### config.mk
export PLATFORM = sky130hd
export DESIGN_NAME = muldiv_control_sequencer
export DESIGN_NICKNAME = d
export VERILOG_FILES = /design/src/rtl/cpu_ctrl_pkg.sv /design/src/rtl/reg_sel_decoder.sv /design/src/rtl/muldiv_control_sequencer.sv
export SDC_FILE = /design/constraint.sdc
export NUM_CORES = 1
export LEC_CHECK = 0
export CAP_MARGIN = 20
export CORE_MARGIN = 5
export CORE_UTILIZATION = 30
export CTS_BUF_LIST = sky130_fd_sc_hd__clkbuf_8
export DETAILED_ROUTE_END_ITERATION = 8
export GPL_TIMING_DRIVEN = 0
export PLACE_DENSITY_LB_ADDON = 0.12
export SYNTH_ARGS = -nofsm -noshare
export SYNTH_HDL_FRONTEND = slang
export SYNTH_SLANG_ARGS = --single-unit
### constraint.sdc
create_clock -name clock -period 6.7 [get_ports clock]
set_input_delay 2.01 -clock clock [delete_from_list [all_inputs] [get_ports clock]]
set_output_delay 2.01 -clock clock [all_outputs]
set_load 0.02 [all_outputs]
### src/rtl/cpu_ctrl_pkg.sv
// Shared definitions for the hardwired control-step sequencer:
//   - state_t : control step (IDLE, fetch T0-T2, execute T3-T6)
//   - opcode constants for the ALU group and the MUL/DIV pair
//   - bit positions of the IR fields (opcode, Ra, Rb, Rc)
package cpu_ctrl_pkg;

    typedef enum logic [2:0] {
        IDLE,
        T0,
        T1,
        T2,
        T3,
        T4,
        T5,
        T6
    } state_t;

    localparam logic [4:0] OPC_ADD  = 5'b00000;
    localparam logic [4:0] OPC_SUB  = 5'b00001;
    localparam logic [4:0] OPC_AND  = 5'b00010;
    localparam logic [4:0] OPC_OR   = 5'b00011;
    localparam logic [4:0] OPC_SHR  = 5'b00100;
    localparam logic [4:0] OPC_SHRA = 5'b00101;
    localparam logic [4:0] OPC_SHL  = 5'b00110;
    localparam logic [4:0] OPC_ROR  = 5'b00111;
    localparam logic [4:0] OPC_ROL  = 5'b01000;
    localparam logic [4:0] OPC_MUL  = 5'b01110;
    localparam logic [4:0] OPC_DIV  = 5'b01111;

    localparam int OPC_MSB = 31;
    localparam int OPC_LSB = 27;
    localparam int RA_MSB  = 26;
    localparam int RA_LSB  = 23;
    localparam int RB_MSB  = 22;
    localparam int RB_LSB  = 19;
    localparam int RC_MSB  = 18;
    localparam int RC_LSB  = 15;

    // The three-register ALU group occupies the contiguous range ADD..ROL.
    function automatic logic is_alu_op(input logic [4:0] op);
        return (op <= OPC_ROL);
    endfunction

endpackage

### src/rtl/reg_sel_decoder.sv
// 4-to-16 one-hot register select decoder with enable.
//   en     : when low, all outputs are 0
//   sel    : register index
//   onehot : one-hot select, bit sel set when en is high
module reg_sel_decoder (
    input  logic        en,
    input  logic [3:0]  sel,
    output logic [15:0] onehot
);

    always_comb begin
        onehot = '0;
        if (en) begin
            onehot[sel] = 1'b1;
        end
    end

endmodule

### src/rtl/muldiv_control_sequencer.sv
// Hardwired control-step sequencer: fetch (T0-T2) and execute (T3-T6) strobes
// for 3-register ALU ops and the MUL/DIV ops that write HI/LO.
//   clock, clear    : rising-edge clock, asynchronous active-high reset
//   start           : begin next instruction (sampled in IDLE only)
//   ir              : instruction register contents
//   mem_rdy         : memory read data valid
//   *out / *in      : bus drive enables / register load enables
//   IncPC, Read     : PC increment, memory read
//   Rout, Rin       : one-hot register-file drive / load
//   opcode          : ALU operation select (0 outside the ALU step)
//   busy, done, err : in-progress, completion pulse, error pulse
module muldiv_control_sequencer
    import cpu_ctrl_pkg::*;
#(
    parameter int         MEM_TIMEOUT = 15,
    parameter logic [4:0] OP_MUL      = OPC_MUL,
    parameter logic [4:0] OP_DIV      = OPC_DIV
) (
    input  logic        clock,
    input  logic        clear,
    input  logic        start,
    input  logic [31:0] ir,
    input  logic        mem_rdy,
    output logic        PCout,
    output logic        Zhighout,
    output logic        Zlowout,
    output logic        MDRout,
    output logic        MARin,
    output logic        PCin,
    output logic        MDRin,
    output logic        IRin,
    output logic        Yin,
    output logic        HIin,
    output logic        LOin,
    output logic        ZHighIn,
    output logic        ZLowIn,
    output logic        IncPC,
    output logic        Read,
    output logic [15:0] Rout,
    output logic [15:0] Rin,
    output logic [4:0]  opcode,
    output logic        busy,
    output logic        done,
    output logic        err
);

    localparam int                CNT_W    = $clog2(MEM_TIMEOUT + 1);
    localparam logic [CNT_W-1:0] CNT_LAST = CNT_W'(MEM_TIMEOUT - 1);

    state_t           state_q, state_d;
    logic [CNT_W-1:0] cnt_q, cnt_d;
    logic             done_q, done_d;
    logic             err_q, err_d;

    logic       rout_en, rin_en;
    logic [3:0] rout_sel, rin_sel;

    logic [4:0] ir_opc;
    logic [3:0] ir_ra, ir_rb, ir_rc;
    logic       op_muldiv, op_alu;
    logic       unused_ir;

    assign ir_opc    = ir[OPC_MSB:OPC_LSB];
    assign ir_ra     = ir[RA_MSB:RA_LSB];
    assign ir_rb     = ir[RB_MSB:RB_LSB];
    assign ir_rc     = ir[RC_MSB:RC_LSB];
    assign op_muldiv = (ir_opc == OP_MUL) || (ir_opc == OP_DIV);
    assign op_alu    = is_alu_op(ir_opc);
    assign unused_ir = ^ir[RC_LSB-1:0];

    always_ff @(posedge clock or posedge clear) begin
        if (clear) begin
            state_q <= IDLE;
            cnt_q   <= '0;
            done_q  <= 1'b0;
            err_q   <= 1'b0;
        end else begin
            state_q <= state_d;
            cnt_q   <= cnt_d;
            done_q  <= done_d;
            err_q   <= err_d;
        end
    end

    always_comb begin
        state_d  = state_q;
        cnt_d    = '0;          // counter is zero on every T1 entry
        done_d   = 1'b0;
        err_d    = 1'b0;
        PCout    = 1'b0;
        Zhighout = 1'b0;
        Zlowout  = 1'b0;
        MDRout   = 1'b0;
        MARin    = 1'b0;
        PCin     = 1'b0;
        MDRin    = 1'b0;
        IRin     = 1'b0;
        Yin      = 1'b0;
        HIin     = 1'b0;
        LOin     = 1'b0;
        ZHighIn  = 1'b0;
        ZLowIn   = 1'b0;
        IncPC    = 1'b0;
        Read     = 1'b0;
        opcode   = '0;
        rout_en  = 1'b0;
        rout_sel = '0;
        rin_en   = 1'b0;
        rin_sel  = '0;

        unique case (state_q)
            IDLE: begin
                if (start) state_d = T0;
            end
            T0: begin
                PCout   = 1'b1;
                MARin   = 1'b1;
                IncPC   = 1'b1;
                ZLowIn  = 1'b1;
                state_d = T1;
            end
            T1: begin
                Read  = 1'b1;
                MDRin = 1'b1;
                // cnt_q is zero only in the first T1 cycle: PC write-back.
                if (cnt_q == '0) begin
                    Zlowout = 1'b1;
                    PCin    = 1'b1;
                end
                if (mem_rdy) begin
                    state_d = T2;
                end else if (cnt_q >= CNT_LAST) begin
                    state_d = IDLE;
                    err_d   = 1'b1;
                end else begin
                    cnt_d = (cnt_q == '1) ? cnt_q : cnt_q + 1'b1;
                end
            end
            T2: begin
                MDRout  = 1'b1;
                IRin    = 1'b1;
                state_d = T3;
            end
            T3: begin
                if (op_muldiv || op_alu) begin
                    rout_en  = 1'b1;
                    rout_sel = op_muldiv ? ir_ra : ir_rb;
                    Yin      = 1'b1;
                    state_d  = T4;
                end else begin
                    err_d   = 1'b1;
                    state_d = IDLE;
                end
            end
            T4: begin
                rout_en  = 1'b1;
                rout_sel = op_muldiv ? ir_rb : ir_rc;
                opcode   = ir_opc;
                ZLowIn   = 1'b1;
                ZHighIn  = op_muldiv;
                state_d  = T5;
            end
            T5: begin
                Zlowout = 1'b1;
                if (op_muldiv) begin
                    LOin    = 1'b1;
                    state_d = T6;
                end else begin
                    rin_en  = 1'b1;
                    rin_sel = ir_ra;
                    done_d  = 1'b1;
                    state_d = IDLE;
                end
            end
            T6: begin
                Zhighout = 1'b1;
                HIin     = 1'b1;
                done_d   = 1'b1;
                state_d  = IDLE;
            end
            default: state_d = IDLE;
        endcase
    end

    assign busy = (state_q != IDLE);
    assign done = done_q;
    assign err  = err_q;

    reg_sel_decoder u_rout_dec (
        .en     (rout_en),
        .sel    (rout_sel),
        .onehot (Rout)
    );

    reg_sel_decoder u_rin_dec (
        .en     (rin_en),
        .sel    (rin_sel),
        .onehot (Rin)
    );

endmodule

==> flow_summary.json <==
{
  "outcome": "complete, no violations",
  "rr_worst_depth": 6,
  "grt_max_degree": 11,
  "final_hold_viol_count": 0,
  "grt_pass1_vias": 1301,
  "vdd_drop_max_v": 0.000133,
  "die_h_um": 70.4,
  "area_growth_pct": 79.5,
  "cts.htree.levels": 1,
  "clock_latency_ns": 0.23,
  "min_period_ns": 6.57,
  "setup-tns-final_ns": 0,
  "power_density_nw_per_um2": 225,
  "synth.top_cell.area_share": 0.206,
  "viasPerCell": 4.87,
  "grtUsageTotal": 0.146,
  "hpwlAfterDp_mm": 3.08,
  "synth_xor_area_frac": 0.0160,
  "drv_cap": 0,
  "synth_area_um2": 1090,
  "clockBufferDepth": 2,
  "leakage_nw": 0.971,
  "drive_gt1_frac": 0.0823,
  "synthMuxAreaShare": 0.103,
  "synth_seq_area_share": 0.206,
  "die_width_um": 70.4,
  "vias": 1359,
  "syn_inst": 152,
  "drc": 0,
  "cts_setup_buffers": 0,
  "num_antenna_cells": 0,
  "root_buffer": "clkbuf_8",
  "total_power_w": 0.000443,
  "max-slew-margin-rel": 0.708,
  "dieArea_um2": 4960,
  "period_share": 0.980,
  "synthTopCellsByArea": "dfrtp_1 (21%), nor2_1 (10%), mux2i_1 (8.2%)",
  "wl_per_cell_um": 13.6,
  "crit_path_end_kind": "output pin",
  "rsz0062_at_grt": "no",
  "postLayoutCellArea_um2": 1970,
  "port_buffers": 75,
  "ant_nets": 0,
  "cp_data_required_time_ns": 4.69,
  "synth_top_family_by_area": "simple AND/OR/NAND/NOR gates",
  "drt_iter0_markers": 45,
  "grt_pass1_wl_mm": 5.98,
  "synthSimpleGateAreaFrac": 0.448,
  "row_count": 22,
  "setup_viol": 0,
  "postPlaceCellArea_um2": 1910,
  "io_pins": 91,
  "ys_warn_count": 0,
  "whs_ns": 0.627,
  "arrival_ns": 4.56,
  "wl_mm": 3.79,
  "hold_class": "reg2reg",
  "fmax_mhz": 152,
  "design.core.area_um2": 3610,
  "min_path_cells": 2,
  "cts.sinks": 9,
  "worstPathMaxFanout": 5,
  "synth_fa_ha_area_frac": 0.0343,
  "syn-num-nets": 191,
  "dr.pass1.iters": 4,
  "path_class": "in2out",
  "layout.nets": 271,
  "maxSlewViolCount": 0,
  "clkTransAtPathRegs_ns": 0.05,
  "synth_seq_cells": 9,
  "cts_tree": "yes",
  "skew_ns": 0.000662,
  "ys_types": 36,
  "utilization": 0.545,
  "tightestPinTransition_ns": 0.437,
  "antenna_found_initial": 0,
  "synth_area_per_cell_um2": 7.20,
  "cp-start-kind": "input port",
  "synth-compound-area-share": 0.109,
  "yosys.area.top_type": "dfrtp_1",
  "numCtsBuffers": 3,
  "start_util": 0.304,
  "grt_remaining_overflow": 0,
  "place_congestion": 0.739,
  "final.fill_count": 342
}
==> through the flow <==
stage | cells | setup WS [ns]
final | 279 | 0.132
after global placement | 275 | -0.0706
after CTS | 279 | 0.000470
after detailed placement | 275 | -0.103
after floorplan | 152 | 0.756
after global routing | 279 | 0.0258
==> layer usage <==
metal  up-vias  wire length (um)  GRT usage
met2        46              1860      0.256
met3         8               261     0.0475
met5         -                 0          0
met4         0                68     0.0489
li1        687                 -          -
met1       618              1600      0.165
==> final timing paths <==
path	slack (ns)	to	start
max	0.13	Rout[5]	ir[28]
min	0.63	cnt_q[0]$_DFFE_PP0P_	cnt_q[0]$_DFFE_PP0P_
max reg2reg	4.77	cnt_q[3]$_DFFE_PP0P_	state_q[0]$_DFFE_PP0P_
min reg2reg	0.63	cnt_q[0]$_DFFE_PP0P_	cnt_q[0]$_DFFE_PP0P_
max in group asynchronous	4.41	cnt_q[2]$_DFFE_PP0P_	clear
min in group asynchronous	2.04	done$_DFF_PP0_	clear
==> critical path, cell delays in order <==
cell	delay, ns
clkdlybuf4s50_1	0.47
or3_1	0.39
a311o_1	0.41
o22ai_2	0.26
or3b_4	0.43
nor3b_1	0.22
dlygate4sd2_1	0.36
==> cells by family (layout without fill, tap and decap cells) <==
group,count (synthesis),count (layout)
xor gates and xnor gates,2,2
and+or+nand+nor,93,93
DFF,9,9
AOI/OAI and AO/OA,16,16
muxes,10,10
buffers and inverters,19,98
adders and majority gates,3,3
==> flip-flops by register name, summed over array words and instances, names as in the netlist <==
| signal | flops |
|---|---|
| done | 1 |
| cnt_q | 4 |
| err | 1 |
| state_q | 3 |
==> cell usage in the layout (no fill, tap or decap), drive strengths merged <==
| cell | synthesis | final |
|---|---|---|
| a211oi | 1 | 1 |
| a21oi | 3 | 3 |
| a311o | 1 | 1 |
| a31o | 1 | 1 |
| a31oi | 1 | 1 |
| and2 | 1 | 1 |
| and2b | 1 | 1 |
| and3 | 8 | 8 |
| buf | 8 | 8 |
| clkbuf | 4 | 7 |
| clkdlybuf4s50 | 0 | 61 |
| dfrtp | 9 | 9 |
| dlygate4sd2 | 0 | 7 |
| dlymetal6s2s | 0 | 7 |
| ha | 3 | 3 |
| inv | 7 | 8 |
| mux2i | 9 | 9 |
| mux4 | 1 | 1 |
| nand2 | 13 | 13 |
| nand2b | 3 | 3 |
| nand3 | 7 | 7 |
| nand4b | 1 | 1 |
| nor2 | 30 | 30 |
| nor2b | 3 | 3 |
| nor3 | 10 | 10 |
| nor3b | 8 | 8 |
| nor4b | 3 | 3 |
| o211a | 1 | 1 |
| o211ai | 1 | 1 |
| o21ai | 2 | 2 |
| o22ai | 5 | 5 |
| or3 | 3 | 3 |
| or3b | 2 | 2 |
| xnor2 | 2 | 2 |
==> power breakdown <==
part / internal, W / switching [W] / leakage (nW)
logic: 0.000138 / 0.000164 / 0.823
clock network: 0.0000400 / 0.0000228 / 0.0269
registers: 0.0000667 / 0.0000111 / 0.121
==> synthesized netlist by cell type <==
cell and instances:
o211ai_1 1, or3b_1 1, buf_2 2, xnor2_1 2, and2b_2 1, mux2i_1 9, a31o_2 1, and3_1 7
or3b_4 1, nor3b_1 8, buf_1 1, a211oi_1 1, and3_2 1, a311o_1 1, nor4b_1 3, clkbuf_1 4
o21ai_0 2, buf_4 5, inv_1 7, a31oi_1 1, nand2b_1 3, nor2b_1 3, mux4_2 1, nand2_1 13
dfrtp_1 9, o211a_1 1, nor2_1 30, o22ai_2 2, or3_1 3, nor3_1 10, nand3_1 7, o22ai_1 3
and2_1 1, ha_1 3, a21oi_1 3, nand4b_2 1
==> final cells by class <==
type	count	area, um^2	share of cell area
Buffer	12	66.3	0.0337
Clock buffer	3	41.3	0.0210
Clock inverter	1	3.75	0.00191
Inverter	7	26.3	0.0134
Multi-Input combinational cell	124	783	0.398
Sequential cell	9	225	0.115
Tap cell	48	60.1	0.0306
Timing Repair Buffer	75	759	0.386
==> what timing repair did <==
action / CTS / global route
resized for setup: 8 / 8
hold buffers: 0 / 0
endpoints found under the setup margin: 7 / 7
No activity file was read; power rests on OpenSTA's default activity.
